$ cat config.mk
export PLATFORM = sky130hd
export DESIGN_NAME = picorv32_alu_arbiter
export DESIGN_NICKNAME = d
export VERILOG_FILES = /design/src/rtl/picorv32_alu_arbiter.sv
export SDC_FILE = /design/constraint.sdc
export NUM_CORES = 1
export LEC_CHECK = 0
export CORE_AREA = 2 2 114 116
export CTS_CLUSTER_DIAMETER = 50
export CTS_CLUSTER_SIZE = 20
export DETAILED_ROUTE_END_ITERATION = 6
export DIE_AREA = 0 0 116 118
export HOLD_SLACK_MARGIN = 0.05
export PLACE_DENSITY = 0.83
export SLEW_MARGIN = 20
export SYNTH_ARGS = -nofsm -noshare
export SYNTH_HDL_FRONTEND = slang
export SYNTH_SLANG_ARGS = --single-unit
$ cat constraint.sdc
create_clock -name clk -period 4.25 [get_ports clk]
set_input_delay 0.425 -clock clk [delete_from_list [all_inputs] [get_ports clk]]
set_output_delay 0.425 -clock clk [all_outputs]
set_load 0.01 [all_outputs]
$ cat src/rtl/picorv32_alu_arbiter.sv
// rtl/picorv32_alu_arbiter.sv - two-requester arbiter sharing one picorv32_alu instance
// Grants one op at a time, drives the ALU from registered operands and returns the captured result.
module picorv32_alu_arbiter #(
  parameter bit TWO_CYCLE_ALU = 1'b0,
  parameter bit ROUND_ROBIN   = 1'b1
) (
  input  logic        clk,
  input  logic        reset,
  input  logic [1:0]  req_valid,
  output logic [1:0]  req_ready,
  input  logic [7:0]  req_op,
  input  logic [63:0] req_op1,
  input  logic [63:0] req_op2,
  output logic [1:0]  resp_valid,
  input  logic [1:0]  resp_ready,
  output logic [31:0] resp_result,
  output logic        resp_cmp,
  output logic        resp_err,
  output logic [14:0] alu_ctrl,
  output logic [31:0] alu_op1,
  output logic [31:0] alu_op2,
  input  logic [31:0] alu_out,
  input  logic        alu_out_0
);

  localparam int C_AND        = 14;
  localparam int C_BEQ        = 12;
  localparam int C_BGE        = 11;
  localparam int C_BGEU       = 10;
  localparam int C_BNE        = 9;
  localparam int C_OR         = 8;
  localparam int C_SUB        = 6;
  localparam int C_XOR        = 5;
  localparam int C_IS_COMPARE = 3;
  localparam int C_IS_ADD_SUB = 2;
  localparam int C_IS_SLT     = 1;
  localparam int C_IS_SLTU    = 0;

  typedef enum logic [1:0] {IDLE, ISSUE, WAIT, RESP} state_t;

  state_t      state;
  logic        last_grant;
  logic        cur_id;
  logic        cur_err;
  logic [1:0]  grant;
  logic        win_id;
  logic [3:0]  win_op;
  logic [31:0] win_a;
  logic [31:0] win_b;
  logic        accept;
  logic        capture;

  function automatic logic [14:0] decode_op(input logic [3:0] op);
    logic [14:0] c;
    c = '0;
    case (op)
      4'd0:  c[C_IS_ADD_SUB] = 1'b1;
      4'd1:  begin c[C_IS_ADD_SUB] = 1'b1; c[C_SUB] = 1'b1; end
      4'd2:  c[C_XOR] = 1'b1;
      4'd3:  c[C_OR] = 1'b1;
      4'd4:  c[C_AND] = 1'b1;
      4'd5:  begin c[C_BEQ] = 1'b1;     c[C_IS_COMPARE] = 1'b1; end
      4'd6:  begin c[C_BNE] = 1'b1;     c[C_IS_COMPARE] = 1'b1; end
      4'd7:  begin c[C_IS_SLT] = 1'b1;  c[C_IS_COMPARE] = 1'b1; end
      4'd8:  begin c[C_BGE] = 1'b1;     c[C_IS_COMPARE] = 1'b1; end
      4'd9:  begin c[C_IS_SLTU] = 1'b1; c[C_IS_COMPARE] = 1'b1; end
      4'd10: begin c[C_BGEU] = 1'b1;    c[C_IS_COMPARE] = 1'b1; end
      default: c = '0;
    endcase
    return c;
  endfunction

  // On a conflict the pointer names the previous winner; reset leaves it at 1 so req 0 wins first.
  always_comb begin
    grant = 2'b00;
    case (req_valid)
      2'b01:   grant = 2'b01;
      2'b10:   grant = 2'b10;
      2'b11:   grant = (ROUND_ROBIN && !last_grant) ? 2'b10 : 2'b01;
      default: grant = 2'b00;
    endcase
  end

  assign req_ready = (state == IDLE && !reset) ? grant : 2'b00;
  assign accept    = |(req_valid & req_ready);
  assign win_id    = grant[1];
  assign win_op    = win_id ? req_op[7:4]    : req_op[3:0];
  assign win_a     = win_id ? req_op1[63:32] : req_op1[31:0];
  assign win_b     = win_id ? req_op2[63:32] : req_op2[31:0];
  assign capture   = (state == WAIT) || (state == ISSUE && !TWO_CYCLE_ALU);

  always_ff @(posedge clk) begin
    if (reset) begin
      state       <= IDLE;
      last_grant  <= 1'b1;
      cur_id      <= 1'b0;
      cur_err     <= 1'b0;
      alu_ctrl    <= '0;
      alu_op1     <= '0;
      alu_op2     <= '0;
      resp_valid  <= 2'b00;
      resp_result <= '0;
      resp_cmp    <= 1'b0;
      resp_err    <= 1'b0;
    end else begin
      case (state)
        IDLE: begin
          if (accept) begin
            state      <= ISSUE;
            last_grant <= win_id;
            cur_id     <= win_id;
            cur_err    <= (win_op > 4'd10);
            alu_ctrl   <= decode_op(win_op);
            alu_op1    <= win_a;
            alu_op2    <= win_b;
          end
        end
        ISSUE: begin
          if (TWO_CYCLE_ALU) state <= WAIT;
        end
        WAIT: ;
        RESP: begin
          if (resp_ready[cur_id]) begin
            state      <= IDLE;
            resp_valid <= 2'b00;
          end
        end
        default: state <= IDLE;
      endcase

      // The ALU is left idle once the result is taken, so its output settles back to 0.
      if (capture) begin
        state       <= RESP;
        resp_valid  <= cur_id ? 2'b10 : 2'b01;
        resp_result <= cur_err ? 32'h0 : alu_out;
        resp_cmp    <= cur_err ? 1'b0 : alu_out_0;
        resp_err    <= cur_err;
        alu_ctrl    <= '0;
        alu_op1     <= '0;
        alu_op2     <= '0;
      end
    end
  end

endmodule

; Yosys cells after proc, flatten, opt, wreduce, memory -nomap -nowiden
; Cells that the tools add are included.
[word_totals]
regBits = 117
wordCells = 76
output_inout_bits = 117
[op_classes]
bitwise = 1
muxes = 29
n_reduce_logical = 15
eq_ne = 18
n_lt_le_gt_ge = 2
[op_table]
columns = operator, n
row1 = 32-bit two-way mux, 3
row2 = "4-bit by 3-bit equality test with 1-bit output, second input constant", 4
row3 = 2-bit two-way mux, 8
row4 = 1-bit two-way mux, 15
row5 = "4-bit equality test, second input constant", 3
row6 = "2-bit equality test, second input constant", 4
row7 = "4-bit by 2-bit equality test with 1-bit output, second input constant", 2
row8 = "3-bit inequality test, second input constant", 2
row9 = 2-bit case mux with 3 select lines, 1
row10 = 2-bit OR reduction, 3
row11 = 6-bit OR reduction, 1
row12 = "2-bit by 1-bit equality test with 1-bit output, second input constant", 2
row13 = "4-bit by 1-bit equality test with 1-bit output, second input constant", 1
row14 = "4-bit > comparator, second input constant", 1
row15 = 4-bit zero test, 1
row16 = 4-bit two-way mux, 1
row17 = 2-bit case mux with 2 select lines, 1
row18 = 2-bit AND reduction, 2
row19 = 2-bit nonzero test, 2
row20 = 3-bit AND reduction, 1
row21 = 3-bit nonzero test, 1
row22 = 2-bit bitwise AND, 1
row23 = 2-bit zero test, 1
row24 = "1-bit by 2-bit < comparator with 1-bit output, second input constant", 1
row25 = other kinds (3), 3

; Logic depth before layout (Yosys ltp)
; Gate-level depths: netlist of the first run.
[depth]
depth_word = 8
ltp_mapped = 8
depth_no_buf = 6

; Worst setup path after synthesis of the first run
; Ideal clock, no wire load.
[synth_path]
path_kind = flip-flop to flip-flop
start = register state[0]
end = register alu_ctrl[12]
required_time_ns = 4.191
setup_time_ns = 0.059
stages_incl_launch_ff = 9
slack_ns = 2.380
path_buffers = 2
period_less_slack_ns = 1.870
arrival_time_ns = 1.811
path_cell_list = dfxtp_1 -> inv_1 -> ha_1 -> buf_6 -> or2_1 -> or3_1 -> clkbuf_2 -> o21ba_4 -> a22o_1
[synth_rtl]
columns = item, line_no
row1 = from (decl), 41  ; state_t state;
row2 = from (signal assigned), 94  ; state <= IDLE;
row3 = from (signal assigned), 109  ; state <= ISSUE;
row4 = from (signal assigned), 119  ; if (TWO_CYCLE_ALU) state <= WAIT;
row5 = 2-bit equality test / 2-bit by 1-bit equality test with 1-bit output (equally long branches), 90  ; assign capture = (state == WAIT) || (state == ISSUE && !TWO_CYCLE_ALU);
row6 = 1-bit logical OR *, 90
row7 = named net capture, 51  ; logic capture;
row8 = 2-bit OR reduction (no source line) *, --
row9 = to (signal assigned), 113  ; alu_ctrl <= decode_op(win_op);
row10 = to (decl), 19  ; output logic [14:0] alu_ctrl,
; Mark *: on every way through the listed nets, which the timed path passes. The rest lies on a longest branch.
; A chain may end at the register's enable or synchronous reset.

; Worst setup path after layout of the first run
[layout_path]
start = input reset
end = output req_ready[1]
[layout_via]
elab_chain_len = 3
[layout_rtl]
columns = item, line_no
row1 = from (decl), 8  ; input logic reset,
row2 = 1-bit zero test, 84  ; assign req_ready = (state == IDLE && !reset) ? grant : 2'b00;
row3 = 1-bit logical AND, 84
row4 = 2-bit two-way mux, 84
row5 = to (decl), 10  ; output logic [1:0] req_ready,
; Every way passes these cells.

==> qor.csv, run 1 <==
stage;metric;value;unit
run_status;status;finished clean;
setup_path;CP required;3.83;ns
clocking;Post-CTS Resized;0;
clocking;TritonCTS Buffers;17;
final_layout;area of the multi-input gates;0.00230;mm²
die;die span in y;118;µm
hold_path;worst hold path type;flop to flop;
final_layout;final net count;931;
final_layout;layout cells sized above 1;6.53;%
synth;synthesized netlist cell count;479;
drt;DRC viols;0;
setup_path;CP max FO;14;
setup_path;critical path, cell by cell;clkdlybuf4s50_1, nand2b_1, nor2_4, nand2_1, inv_1, clkdlybuf4s50_1;
die;die area;0.0137;mm²
placement;DP HPWL;11.3;mm
setup_path;Slowest cell on crit path;clkdlybuf4s50_1;
clocking;hold_buf cts;0;
setup_path;buffers plus inverters on the worst setup path;3;
grt;first-pass GRT wire length;23.5;mm
timing;f_max;364;MHz
pwr;leakage;0.00312;µW
synth;Avg Inst Size Synth;10.1;µm²
clocking;CTS Buffer Depth;2;
timing;Max transition margin;45.7;%
synth;register area share after synthesis;48.3;%
pwr;Total Power;4700;µW
drt;Detailed Route WL;15.0;mm
grt;initial antenna violation count;0;
drt;Via Count;4705;
run;max cap viols;0;
timing;min Tclk post-route;2.75;ns
timing;Slew Limit Fails;0;
final_layout;Sequential cell area;0.00234;mm²
timing;Setup TNS;0;ns
final_layout;antenna fix cells;0;
placement;routability cong.;0.818;
grt;vias in the first global route;4768;
final_layout;Post-Layout Cell Count;938;
clocking;Root Driver;clkbuf_16;
grt;largest net degree at the start of global routing;77;
grt;gr ovfl total;0;
drt;Post-DRT Antenna Nets;0;
setup_path;startpoint types;input pin;
clocking;TritonCTS Sinks;117;
timing;Min Hold Slack;0.477;ns
final_layout;Area Overhead vs Synth;72.8;%
timing;Slew @ Worst Pin;0.815;ns
clocking;htree depth;4;
clocking;post-CTS setup buffers;0;
drt;Vias/cell;5.02;
timing;RSZ-0062 raised after global routing;no;
clocking;clock latency on the worst-skew pair;0.40;ns
setup_path;critical path's top delay family;buffers and inverters;
timing;Tcrit/Tclk final;64.7;%
synth;Netlist cell types;37;
setup_path;Critical Path AT;2.32;ns
drt;Initial DRT Pass Iterations;4;
drt;DRT iter0 DRCs;275;
timing;final setup vio count;0;
placement;input/output buffers;288;
setup_path;Setup CP Type;input pin to output pin;
die;Die X-Extent;116;µm
die;Core Area;0.0124;mm²
die;FP Rows;41;
setup_path;crit-path max cell delay;0.65;ns
clocking;TritonCTS clock tree;yes;
drt;wire length per cell;16.0;µm
pwr;IR drop worst, VDD;0.000386;V
die;Top Ports;292;
grt;gr usage total;21.5;%
synth;synthesized flop and latch total;117;
synth;YS warnings;0;
setup_path;most used cell along the critical path;clkdlybuf4s50_1;
setup_path;Setup crit end kind;output pin;
synth;Mapped Area;0.00485;mm²
placement;Placed Cells incl. Taps;906;
pwr;pwr dens;561;mW/mm²
timing;Fin. Hold Viols;0;
final_layout;Filler cells;945;
timing;skew final;0.00792;ns
die;initial cell density of the core;39.1;%
clocking;Worst-path clk slew;0.06;ns
flip-flops by register name, indices dropped and copies added (netlist names):
| register | cells |
|---|---|
| alu_op1 | 32 |
| alu_op2 | 32 |
| resp_result | 32 |
| alu_ctrl | 12 |
| resp_valid | 2 |
| state | 2 |
| cur_err | 1 |
| cur_id | 1 |
| last_grant | 1 |
| resp_cmp | 1 |
| resp_err | 1 |
report_power, final:
| group | total, µW | internal [µW] | switching (µW) |
|---|---|---|---|
| sequential | 1560 | 1390 | 169 |
| combinational | 1800 | 939 | 858 |
| clock | 1340 | 823 | 519 |
cells in the final DEF, fill, tap and decap left out, drive strengths merged, types with 3 or more instances in the layout:
master,n
clkdlybuf4s50,288
dfxtp,117
nor2,79
mux2i,70
a211oi,65
a22o,39
clkbuf,18
nand2,9
nand2b,8
o21ai,7
buf,7
a21oi,6
inv,6
clkinv,6
clkinvlp,5
mux2,4
o22ai,3
ha,3
conb,3
nor3b,3
cell type report:
| cell class | instances | share of cell area, % |
|---|---|---|
| clock buffers | 18 | 5.24 |
| clock inverters | 14 | 1.55 |
| inverters | 4 | 0.179 |
| multi-input cells | 318 | 27.5 |
| flip-flops and latches | 117 | 28.0 |
| well taps | 172 | 2.57 |
| repair buffers | 295 | 35.0 |
logic make-up (layout without fill, tap and decap cells):
logic type | count (synthesis) | count (layout) | synth area share (%)
AO/OA/AOI/OAI | 130 | 130 | 20.9
adder cells (fa/ha/maj) | 3 | 3 | 0.774
buffers and inverters | 46 | 331 | 4.83
flip-flops | 117 | 117 | 48.3
multiplexers | 74 | 74 | 15.4
other | 1 | 3 | 0.0773
AND/OR/NAND/NOR | 108 | 108 | 9.70
path summary, 6_finish.rpt:
check / start / endpoint / slack [ns] / depth (start not counted)
worst min-delay path: resp_result[24]$_SDFFE_PP0N_ / resp_result[24]$_SDFFE_PP0N_ / 0.48 / 1
worst min register to register: resp_result[24]$_SDFFE_PP0N_ / resp_result[24]$_SDFFE_PP0N_ / 0.48 / 1
worst max-delay path: reset / req_ready[1] / 1.50 / 6
worst max register to register: state[1]$_SDFFE_PP0P_ / alu_ctrl[0]$_SDFFE_PP0P_ / 1.65 / 6
metrics by stage:
stage | utilization (%) | cell area, µm² | setup slack (ns)
2_1_floorplan | - | 4860 | 2.38
3_3_place_gp | 62.9 | 7810 | 1.46
3_5_place_dp | 62.9 | 7810 | 1.36
4_1_cts | 67.5 | 8380 | 1.51
5_1_grt | 67.5 | 8380 | 1.39
6_report | 67.5 | 8380 | 1.50
cells in the mapped netlist:
library cell	count	area, µm²
nor2_1	79	297
or2_1	1	6.26
mux2_1	1	11.3
nor3_1	1	5.00
or4b_1	1	10.0
buf_6	1	11.3
dfxtp_1	117	2340
or3b_2	1	8.76
a21oi_1	6	30.0
a211oi_1	65	488
o22ai_1	3	18.8
nor3b_1	3	22.5
nor2b_1	1	6.26
mux2i_1	70	701
a221oi_1	1	8.76
o2bb2ai_1	2	17.5
o21bai_1	2	15.0
clkbuf_2	1	5.00
a2bb2oi_1	1	8.76
conb_1	1	3.75
nand2b_1	8	50.1
buf_4	10	75.1
o21ba_4	2	32.5
and3b_1	2	17.5
a21boi_2	1	11.3
nand3b_1	1	7.51
nand2_1	9	33.8
or3_1	1	6.26
clkbuf_1	14	52.6
buf_1	4	15.0
mux2_2	3	33.8
buf_2	12	60.1
o31ai_1	1	7.51
ha_1	3	37.5
o21ai_0	7	35.0
a22o_1	39	342
inv_1	4	15.0
per-layer routing:
| layer | routed length [µm] | track usage [%] |
|---|---|---|
| met1 | 5850 | 23.5 |
| met2 | 7450 | 37.7 |
| met3 | 1430 | 7.67 |
| met4 | 277 | 7.96 |
| met5 | 0 | 0 |
worst reg2reg max path: cells and delay by family, from the launching register on:
family	cells	cell delay, ns
flip-flops	1	0.37
buffers and inverters	2	0.56
adder cells (fa/ha/maj)	1	0.44
AO/OA/AOI/OAI	1	0.31
AND/OR/NAND/NOR	2	0.80
Power figures use the tool's default switching activity.
==> run 2: changes to the inputs <==
--- a/config.mk
+++ b/config.mk
@@ -5,13 +5,12 @@
 export SDC_FILE = /design/constraint.sdc
 export NUM_CORES = 1
 export LEC_CHECK = 0
-export CORE_AREA = 2 2 114 116
+export CORE_UTILIZATION = 34
 export CTS_CLUSTER_DIAMETER = 50
 export CTS_CLUSTER_SIZE = 20
 export DETAILED_ROUTE_END_ITERATION = 6
-export DIE_AREA = 0 0 116 118
 export HOLD_SLACK_MARGIN = 0.05
-export PLACE_DENSITY = 0.83
+export PLACE_DENSITY = 0.77
 export SLEW_MARGIN = 20
 export SYNTH_ARGS = -nofsm -noshare
 export SYNTH_HDL_FRONTEND = slang
==> constraint.sdc (replaced) <==
create_clock -name clk -period 2.25 [get_ports clk]
set_input_delay 0.225 -clock clk [delete_from_list [all_inputs] [get_ports clk]]
set_output_delay 0.225 -clock clk [all_outputs]
set_load 0.01 [all_outputs]
==> qor.csv, run 2 (synthesis results as in run 1) <==
stage;metric;value;unit;change
run_status;status;finished clean;;
hold_path;worst hold path type;input pin to flop;;
grt;vias in the first global route;4666;;-2.1%
grt;initial antenna violation count;0;;unchanged
run;max cap viols;0;;unchanged
clocking;Post-CTS Resized;2;;+2
timing;skew final;0.00677;ns;-0.00115 ns
setup_path;Critical Path AT;2.30;ns;-0.02 ns
clocking;CTS Buffer Depth;2;;unchanged
clocking;post-CTS setup buffers;0;;unchanged
placement;setup slack at placement;0.0924;ns;-1.27 ns
die;initial cell density of the core;34.9;%;-4.1 points
final_layout;final net count;939;;+0.86%
timing;f_max;501;MHz;
setup_path;CP max FO;65;;+51
clocking;TritonCTS Buffers;17;;unchanged
placement;DP HPWL;11.6;mm;+2.9%
setup_path;reg2reg start;state[1]$_SDFFE_PP0P_;;
die;die span in y;121;µm;+2.9%
final_layout;Largest regs;alu_op1 (32), alu_op2 (32), resp_result (32);;
grt;largest net degree at the start of global routing;79;;+2.6%
final_layout;layout cells sized above 1;8.01;%;+1.5 points
final_layout;most common cell after layout, fill and taps aside;clkdlybuf4s50_1;;
drt;Vias/cell;4.92;;-1.9%
setup_path;r2r endpoint;alu_ctrl[2]$_SDFFE_PP0P_;;
pwr;pwr dens;1080;mW/mm²;+93%
pwr;leakage;0.00322;µW;+3.2%
hold_path;Hold Path Depth;2;;+1
final_layout;Area Overhead vs Synth;76.5;%;
die;Top Ports;292;;unchanged
final_layout;antenna fix cells;0;;unchanged
timing;Fin. Hold Viols;0;;unchanged
timing;min Tclk post-route;1.99;ns;
timing;Max transition margin;51.0;%;+5.3 points
timing;Setup WS post-layout;0.256;ns;-1.25 ns
grt;first-pass GRT wire length;23.5;mm;+0.21%
drt;Detailed Route WL;15.5;mm;+3.6%
timing;RSZ-0062 raised after global routing;no;;
timing;final setup vio count;0;;unchanged
setup_path;Setup crit end kind;flop;;
timing;Slew @ Worst Pin;0.736;ns;-0.0797 ns
setup_path;r2r setup slk;0.26;ns;-1.39 ns
drt;wire length per cell;16.3;µm;+1.9%
clocking;TritonCTS clock tree;yes;;
die;Die X-Extent;121;µm;+4.7%
placement;input/output buffers;288;;unchanged
hold_path;HP Start;alu_out_0;;
placement;routability cong.;0.816;;-0.33%
grt;gr ovfl total;0;;unchanged
die;die area;0.0147;mm²;+7.7%
drt;Initial DRT Pass Iterations;4;;unchanged
hold_path;WHS Endpoint;resp_cmp$_SDFFE_PP0N_;;
clocking;htree depth;4;;unchanged
clocking;Worst-path clk slew;0.06;ns;about the same
setup_path;Setup CP Type;flop to flop;;
final_layout;final core occ;61.7;%;-5.8 points
drt;DRC viols;0;;unchanged
final_layout;leading cell types in the layout, fill and taps excluded;287 x clkdlybuf4s50_1, 117 x dfxtp_1, 77 x nor2_1, 70 x mux2i_1, 65 x a211oi_1;;
setup_path;CP required;2.55;ns;-1.28 ns
grt;gr usage total;21.1;%;-0.34 points
clocking;Root Driver;clkbuf_16;;
timing;Setup TNS;0;ns;unchanged
timing;Slew Limit Fails;0;;unchanged
clocking;hold_buf cts;0;;unchanged
clocking;clock latency on the worst-skew pair;0.41;ns;about the same
drt;Post-DRT Antenna Nets;0;;unchanged
drt;Via Count;4693;;-0.26%
pwr;IR drop worst, VDD;0.000769;V;+99%
setup_path;startpoint types;flop;;
clocking;TritonCTS Sinks;117;;unchanged
final_layout;Post-Layout Cell Count;954;;+1.7%
timing;Tcrit/Tclk final;88.6;%;
placement;Placed Cells incl. Taps;922;;+1.8%
die;Core Area;0.0139;mm²;+12%
drt;DRT iter0 DRCs;186;;-32%
setup_path;Worst R2R Path Depth;7;;+1
pwr;Total Power;9260;µW;+97%
die;FP Rows;43;;+4.9%
[run 2: final cells by class]
| cell class | count | area, µm² |
|---|---|---|
| fill | 1074 | 5320 |
| timing repair buffer | 303 | 3040 |
| sequential | 117 | 2340 |
| multi-input combinational | 318 | 2320 |
| clock buffer | 20 | 467 |
| tap | 180 | 225 |
| clock inverter | 12 | 151 |
| inverter | 4 | 15.0 |
[run 2: routing by layer]
metal	global-route usage (%)	vias to the layer above	share of wire, %
li1	-	2324	-
met1	21.1	2141	38
met2	39.0	206	51
met3	8.04	22	9.4
met4	8.41	0	2.0
met5	0	-	0
[run 2: stage by stage]
step	hold WS (ns)	instance area [µm²]
5_1_grt	0.396	8560
6_report	0.398	8560
3_5_place_dp	0.465	7920
2_1_floorplan	0.351	4860
3_3_place_gp	0.456	7920
4_1_cts	0.378	8550
[run 2: where the power goes]
group	internal (µW)	switching [µW]
Clock	1820	957
Combinational	1870	1660
Sequential	2630	314
Total	6330	2930
[run 2: worst max-delay path: stages (launching register included)]
cell     delay (ns)
dfxtp_1        0.38
inv_2          0.07
ha_4           0.26
or2_2          0.11
buf_4          0.55
nor2_1         0.08
buf_4          0.19
a22o_1         0.22
[run 2: how the worst max path moves through the flow]
stage	endpoint	startpoint	depth (start not counted)	slack (ns)
floorplan	alu_ctrl[12]$_SDFFE_PP0P_	state[0]$_SDFFE_PP0P_	8	0.38
global placement	alu_ctrl[3]$_SDFFE_PP0P_	req_valid[1]	6	0.16
detailed placement	alu_op2[13]$_SDFFE_PP0P_	req_valid[1]	6	0.09
CTS	req_ready[1]	state[1]$_SDFFE_PP0P_	7	0.0004
global route	alu_ctrl[2]$_SDFFE_PP0P_	state[0]$_SDFFE_PP0P_	7	0.05
finish	alu_ctrl[2]$_SDFFE_PP0P_	state[1]$_SDFFE_PP0P_	7	0.26
